==> src/rtl/fp_unit_arbiter_if.sv <==
// Requester-side handshake and functional-unit bus shared by fp_unit_arbiter and its environment.
interface fp_unit_arbiter_if #(
  parameter int N_REQ  = 3,
  parameter int DATA_W = 32
);
  logic [N_REQ-1:0]        req_valid;
  logic [N_REQ-1:0]        req_ready;
  logic [N_REQ*DATA_W-1:0] req_a;
  logic [N_REQ*DATA_W-1:0] req_b;
  logic                    fu_in_valid;
  logic [DATA_W-1:0]       fu_a;
  logic [DATA_W-1:0]       fu_b;
  logic [DATA_W-1:0]       fu_z;
  logic [N_REQ-1:0]        rsp_valid;
  logic [DATA_W-1:0]       rsp_data;
  logic                    busy;

  modport master (
    output req_valid, req_a, req_b, fu_z,
    input  req_ready, fu_in_valid, fu_a, fu_b, rsp_valid, rsp_data, busy
  );

  modport slave (
    input  req_valid, req_a, req_b, fu_z,
    output req_ready, fu_in_valid, fu_a, fu_b, rsp_valid, rsp_data, busy
  );
endinterface

==> src/rtl/fp_unit_arbiter.sv <==
// Shares one fixed-latency FP unit among N_REQ requesters and steers results back to their owners.
// Define ARB_FIXED_PRIO_EN for fixed priority (requester 0 highest) instead of round-robin.
module fp_unit_arbiter #(
  parameter int N_REQ  = 3,
  parameter int DATA_W = 32,
  parameter int LAT    = 2
) (
  input logic              clk,
  input logic              rst_n,
  fp_unit_arbiter_if.slave bus
);
  localparam int PTR_W = (N_REQ > 1) ? $clog2(N_REQ) : 1;

  function automatic logic [N_REQ-1:0] onehot(input logic [PTR_W-1:0] idx);
    onehot      = '0;
    onehot[idx] = 1'b1;
  endfunction

  logic              found;
  logic [PTR_W-1:0]  gnt_idx;
  logic [PTR_W-1:0]  cand;
`ifndef ARB_FIXED_PRIO_EN
  localparam logic [PTR_W-1:0] LAST_IDX = PTR_W'(N_REQ - 1);
  logic [PTR_W-1:0]  ptr;
  logic [PTR_W:0]    sum;
`endif

  logic [LAT:0]      vld_p;
  logic [PTR_W-1:0]  own_p [0:LAT];
  logic [DATA_W-1:0] a_p0;
  logic [DATA_W-1:0] b_p0;
  logic [N_REQ-1:0]  rsp_vld;
  logic [DATA_W-1:0] rsp_data_q;

  always_comb begin
    found   = 1'b0;
    gnt_idx = '0;
    cand    = '0;
`ifndef ARB_FIXED_PRIO_EN
    sum     = '0;
`endif
    for (int j = 0; j < N_REQ; j++) begin
`ifdef ARB_FIXED_PRIO_EN
      cand = PTR_W'(j);
`else
      sum = {1'b0, ptr} + (PTR_W+1)'(j);
      if (sum >= (PTR_W+1)'(N_REQ)) sum = sum - (PTR_W+1)'(N_REQ);
      cand = sum[PTR_W-1:0];
`endif
      if (!found && bus.req_valid[cand]) begin
        found   = 1'b1;
        gnt_idx = cand;
      end
    end
    // No grant may be offered while the block is held in reset.
    found = found & rst_n;
  end

  // Stage p0: operand capture and tag entry; later stages track owners until fu_z lines up.
  always_ff @(posedge clk or negedge rst_n) begin
    if (!rst_n) begin
      vld_p      <= '0;
      a_p0       <= '0;
      b_p0       <= '0;
      rsp_vld    <= '0;
      rsp_data_q <= '0;
`ifndef ARB_FIXED_PRIO_EN
      ptr        <= '0;
`endif
    end else begin
      vld_p[0] <= found;
      for (int s = 1; s <= LAT; s++) vld_p[s] <= vld_p[s-1];
      if (found) begin
        a_p0 <= bus.req_a[gnt_idx*DATA_W +: DATA_W];
        b_p0 <= bus.req_b[gnt_idx*DATA_W +: DATA_W];
`ifndef ARB_FIXED_PRIO_EN
        ptr  <= (gnt_idx == LAST_IDX) ? '0 : gnt_idx + 1'b1;
`endif
      end
      // Response stage: result from the unit returns to the owner recorded at issue.
      if (vld_p[LAT]) begin
        rsp_vld    <= onehot(own_p[LAT]);
        rsp_data_q <= bus.fu_z;
      end else begin
        rsp_vld    <= '0;
      end
    end
  end

  always_ff @(posedge clk) begin
    own_p[0] <= gnt_idx;
    for (int s = 1; s <= LAT; s++) own_p[s] <= own_p[s-1];
  end

  assign bus.req_ready   = found ? onehot(gnt_idx) : '0;
  assign bus.fu_in_valid = vld_p[0];
  assign bus.fu_a        = a_p0;
  assign bus.fu_b        = b_p0;
  assign bus.rsp_valid   = rsp_vld;
  assign bus.rsp_data    = rsp_data_q;
  assign bus.busy        = (|vld_p) | (|rsp_vld);
endmodule

==> src/flat_wrapper.sv <==
// flat-port wrapper written by rule: the top's interface ports become plain ports
module fp_unit_arbiter_flat 
#(
  parameter int N_REQ  = 3,
  parameter int DATA_W = 32,
  parameter int LAT    = 2
)
  (clk, rst_n, bus_req_valid, bus_req_a, bus_req_b, bus_fu_z, bus_req_ready, bus_fu_in_valid, bus_fu_a, bus_fu_b, bus_rsp_valid, bus_rsp_data, bus_busy);
  fp_unit_arbiter_if #(.N_REQ(N_REQ), .DATA_W(DATA_W)) bus_i ();
  input logic clk;
  input logic rst_n;
  input wire logic [$bits(bus_i.req_valid)-1:0] bus_req_valid;
  input wire logic [$bits(bus_i.req_a)-1:0] bus_req_a;
  input wire logic [$bits(bus_i.req_b)-1:0] bus_req_b;
  input wire logic [$bits(bus_i.fu_z)-1:0] bus_fu_z;
  output wire logic [$bits(bus_i.req_ready)-1:0] bus_req_ready;
  output wire logic [$bits(bus_i.fu_in_valid)-1:0] bus_fu_in_valid;
  output wire logic [$bits(bus_i.fu_a)-1:0] bus_fu_a;
  output wire logic [$bits(bus_i.fu_b)-1:0] bus_fu_b;
  output wire logic [$bits(bus_i.rsp_valid)-1:0] bus_rsp_valid;
  output wire logic [$bits(bus_i.rsp_data)-1:0] bus_rsp_data;
  output wire logic [$bits(bus_i.busy)-1:0] bus_busy;
  assign bus_i.req_valid = bus_req_valid;
  assign bus_i.req_a = bus_req_a;
  assign bus_i.req_b = bus_req_b;
  assign bus_i.fu_z = bus_fu_z;
  assign bus_req_ready = bus_i.req_ready;
  assign bus_fu_in_valid = bus_i.fu_in_valid;
  assign bus_fu_a = bus_i.fu_a;
  assign bus_fu_b = bus_i.fu_b;
  assign bus_rsp_valid = bus_i.rsp_valid;
  assign bus_rsp_data = bus_i.rsp_data;
  assign bus_busy = bus_i.busy;
  fp_unit_arbiter #(.N_REQ(N_REQ), .DATA_W(DATA_W), .LAT(LAT)) u_core (.clk(clk), .rst_n(rst_n), .bus(bus_i));
endmodule
==> config.mk <==
export PLATFORM = sky130hd
export DESIGN_NAME = fp_unit_arbiter_flat
export DESIGN_NICKNAME = d
export VERILOG_FILES = /design/src/rtl/fp_unit_arbiter_if.sv /design/src/rtl/fp_unit_arbiter.sv /design/src/flat_wrapper.sv
export SDC_FILE = /design/constraint.sdc
export NUM_CORES = 1
export LEC_CHECK = 0
export ABC_AREA = 1
export BUFFER_PORTS_ARGS = -buffer_cell sky130_fd_sc_hd__buf_2
export CAP_MARGIN = 25
export CORE_AREA = 2 2 131 133
export CTS_BUF_LIST = sky130_fd_sc_hd__clkbuf_4 sky130_fd_sc_hd__clkbuf_8
export CTS_CLUSTER_SIZE = 30
export DETAILED_ROUTE_END_ITERATION = 8
export DIE_AREA = 0 0 133 135
export PLACE_DENSITY = 0.68
export SYNTH_ARGS = -nofsm -noshare
export SYNTH_HDL_FRONTEND = slang
export SYNTH_SLANG_ARGS = --single-unit
export TNS_END_PERCENT = 100
==> constraint.sdc <==
create_clock -name clk -period 6.35 [get_ports clk]
set_clock_uncertainty 0.15 [all_clocks]
set_input_delay 1.27 -clock clk [delete_from_list [all_inputs] [get_ports clk]]
set_output_delay 1.27 -clock clk [all_outputs]
set_load 0.02 [all_outputs]
==> results_dict.tcl <==
set metrics [dict create \
    rsz0062_at_grt "no" \
    drv_cap 0 \
    via_per_inst 4.64 \
    first_iter_violations 352 \
    synth-async-reset-ratio_pct 94.5 \
    syn_inst 862 \
    core_um2 16400 \
    grt_max_degree 91 \
    syn_nets 1095 \
    mostFrequentLayoutCells "nand2_1, buf_2, nand3_1" \
    hp-class "flop to flop" \
    ys.flop_type "dfrtp_1" \
    yosysTopAreaCellShare_pct 43.0 \
    synth_area_per_cell_um2 7.02 \
    die_area_um2 18000 \
    synth_area_um2 6050 \
    p_switching_uw 2240 \
    cts-buffers-inserted 9 \
    seqPwrFrac_pct 28.6 \
    ys_seq_area_share_pct 45.0 \
    slew_viol_final 0 \
    io_pins 333 \
    synth_top_family_by_area "simple AND/OR/NAND/NOR gates" \
    clkPwrFrac_pct 9.3 \
    via_count 6440 \
    placed_cell_area_um2 7760 \
    p_comb_share_pct 62.1 \
    yosys.area_share.adder_pct 0.827 \
    overflow 0 \
    p_sw_share_pct 52.1 \
    holdBufCountCts 0 \
    grt_pass1_wl_mm 30.2 \
    holdWs_ns 0.185 \
    antenna_left 0 \
    drt_pass1_iterations 5 \
    synth_xor_area_share_pct 0 \
    post_cts_buffers 0 \
    finish.net_count 1393 \
    drc 0 \
    hpwlAfterDp_mm 14.2 \
    cellInternalPower_uw 2070 \
    area_growth_syn_to_layout_pct 31.5 \
    final_common_cell "nand2_1" \
    yosys.area_share.simple_pct 36.1 \
    wl_per_cell_um 13.7 \
    vdd_drop_max_mv 0.551 \
    grt_pass1_vias 6151 \
    cts_resized 0 \
    critPathMaxFanout 29 \
    dieHeight_um 135 \
    startpoint_type "input port" \
    end_kind "primary output" \
    final_cell_area_um2 7960 \
    fp-row-count 47 \
    die_w_um 133 \
    ys_warn_count 0 \
    drive_above_1_share_pct 33.2 \
    arrival_ns 3.12 \
    finalSetupTns_ns 0 \
    cts.sinks 110 \
    synth_top_cell_by_area "dfrtp_1" \
    synth_area_leaders "dfrtp_1, nand2_1, nand3_1, inv_1, o211ai_1" \
    crit_type "input port to primary output" \
    cp_data_required_time_ns 4.93 \
    p_leak_uw 0.00481 \
    final_core_util_pct 48.5 \
    antenna_found_initial 1 \
    finalHoldViolations 0 \
    fmax_mhz 220 \
    clk_pin_slew_ns 0.09 \
    status "completed" \
    initial_core_util_pct 36.9 \
    cts_tree "built" \
    relSlewSlack_pct 37.5 \
    htree_levels 3 \
    min_period_over_period_pct 71.4 \
    clock_latency_ns 0.36 \
    clock-root-buffer "clkbuf_8" \
    synthMuxAreaShare_pct 0 \
    ys_ff_latch 110 \
    io_buffers 332 \
    gp_congestion 0.904 \
    drt-total-wl_mm 19.1 \
    synth_compound_area_share_pct 6.14 \
    synth_cell_type_count 30 \
    clockBufferDepth 2 \
    worstMarginPinSlew_ns 0.932 \
    pwr_density_cell_nw_per_um2 541 \
    grt_use_total_pct 21.2 \
    synth_edf_count 0 \
    setup-violations-final 0 \
    fin_crit_ns 4.54 \
]
[cell usage after synthesis (2+ instances only)]
cell,n
clkbuf_1,11
buf_4,3
o21ai_1,22
buf_1,4
nand2_4,2
o22ai_1,2
o21ai_0,4
inv_1,94
buf_2,29
nor3_1,5
dfrtp_1,104
nand2_2,2
nor2_1,3
nand2_1,367
inv_2,21
buf_6,6
dfxtp_1,6
nand3_1,137
ha_1,4
o211ai_1,26
[metrics by stage]
stage | total power [µW] | instances | setup WS (ns)
global route | 4730 | 1386 | 1.63
detailed placement | 3950 | 1368 | 1.80
global placement | 3910 | 1368 | 1.82
floorplan | 3190 | 862 | 2.51
finish | 4310 | 1387 | 1.81
CTS | 4360 | 1384 | 1.80
[critical path, stage by stage]
cell and delay [ns]:
buf_2 0.11, inv_1 0.05, nand2_1 0.05, nand3_1 0.09, nand2_1 0.13, nand3_2 0.12
inv_2 0.04, nand2_1 0.63, nand3_1 0.22, nor2_1 0.19, buf_2 0.20
[flip-flops by register name, indices dropped and copies added, names as in the netlist]
name,flops
u_core.bus.rsp_valid,3
u_core.bus.fu_b,32
u_core.bus.rsp_data,32
u_core.ptr,2
u_core.vld_p,3
u_core.bus.fu_a,32
u_core.own_p,6
[cells by family (layout without fill, tap and decap cells)]
kind of cell,Yosys count,after routing
compound gates,57,57
fa+ha+maj,4,4
buf+inv,169,472
flops,110,110
simple gates,522,522
other cells,0,2
[final timing paths]
kind,slack [ns],start,end,cells after the start
min in group asynchronous,0.95,rst_n,u_core.bus.fu_b[28],2
max reg2reg,3.40,u_core.ptr[0],u_core.bus.fu_a[18],12
max in group asynchronous,4.01,rst_n,u_core.bus.fu_a[17],3
min reg2reg,0.18,u_core.own_p[0][1],u_core.own_p[0][3],0
max,1.81,bus_req_valid[1],bus_req_ready[0],11
min,0.18,u_core.own_p[0][1],u_core.own_p[0][3],0
[layout make-up]
cell class,instances,area [µm²]
flip-flops and latches,110,2720
clock inverters,5,38.8
diodes,2,5.00
multi-input cells,583,2610
well taps,220,275
repair buffers,340,1730
inverters,116,435
clock buffers,11,145
fillers,1723,8440
[metal layers]
metal | vias to the layer above | part of all wire [%] | GRT usage (%) | wire length, µm
li1 | 3275 | - | - | -
met4 | 0 | 2.9 | 8.90 | 549
met5 | - | 0 | 0 | 0
met1 | 2851 | 43 | 26.6 | 8200
met3 | 39 | 7.3 | 4.73 | 1400
met2 | 275 | 47 | 35.3 | 8910
[power groups by stage]
stage / sequential [µW] / combinational, µW / clock (µW)
final: 1230 / 2680 / 399
after global routing: 1280 / 3010 / 443
after floorplan: 1610 / 1580 / 0
after CTS: 1250 / 2690 / 423
after global placement: 1250 / 2650 / 0
after detailed placement: 1260 / 2690 / 0
No activity file was read; power rests on OpenSTA's default activity.
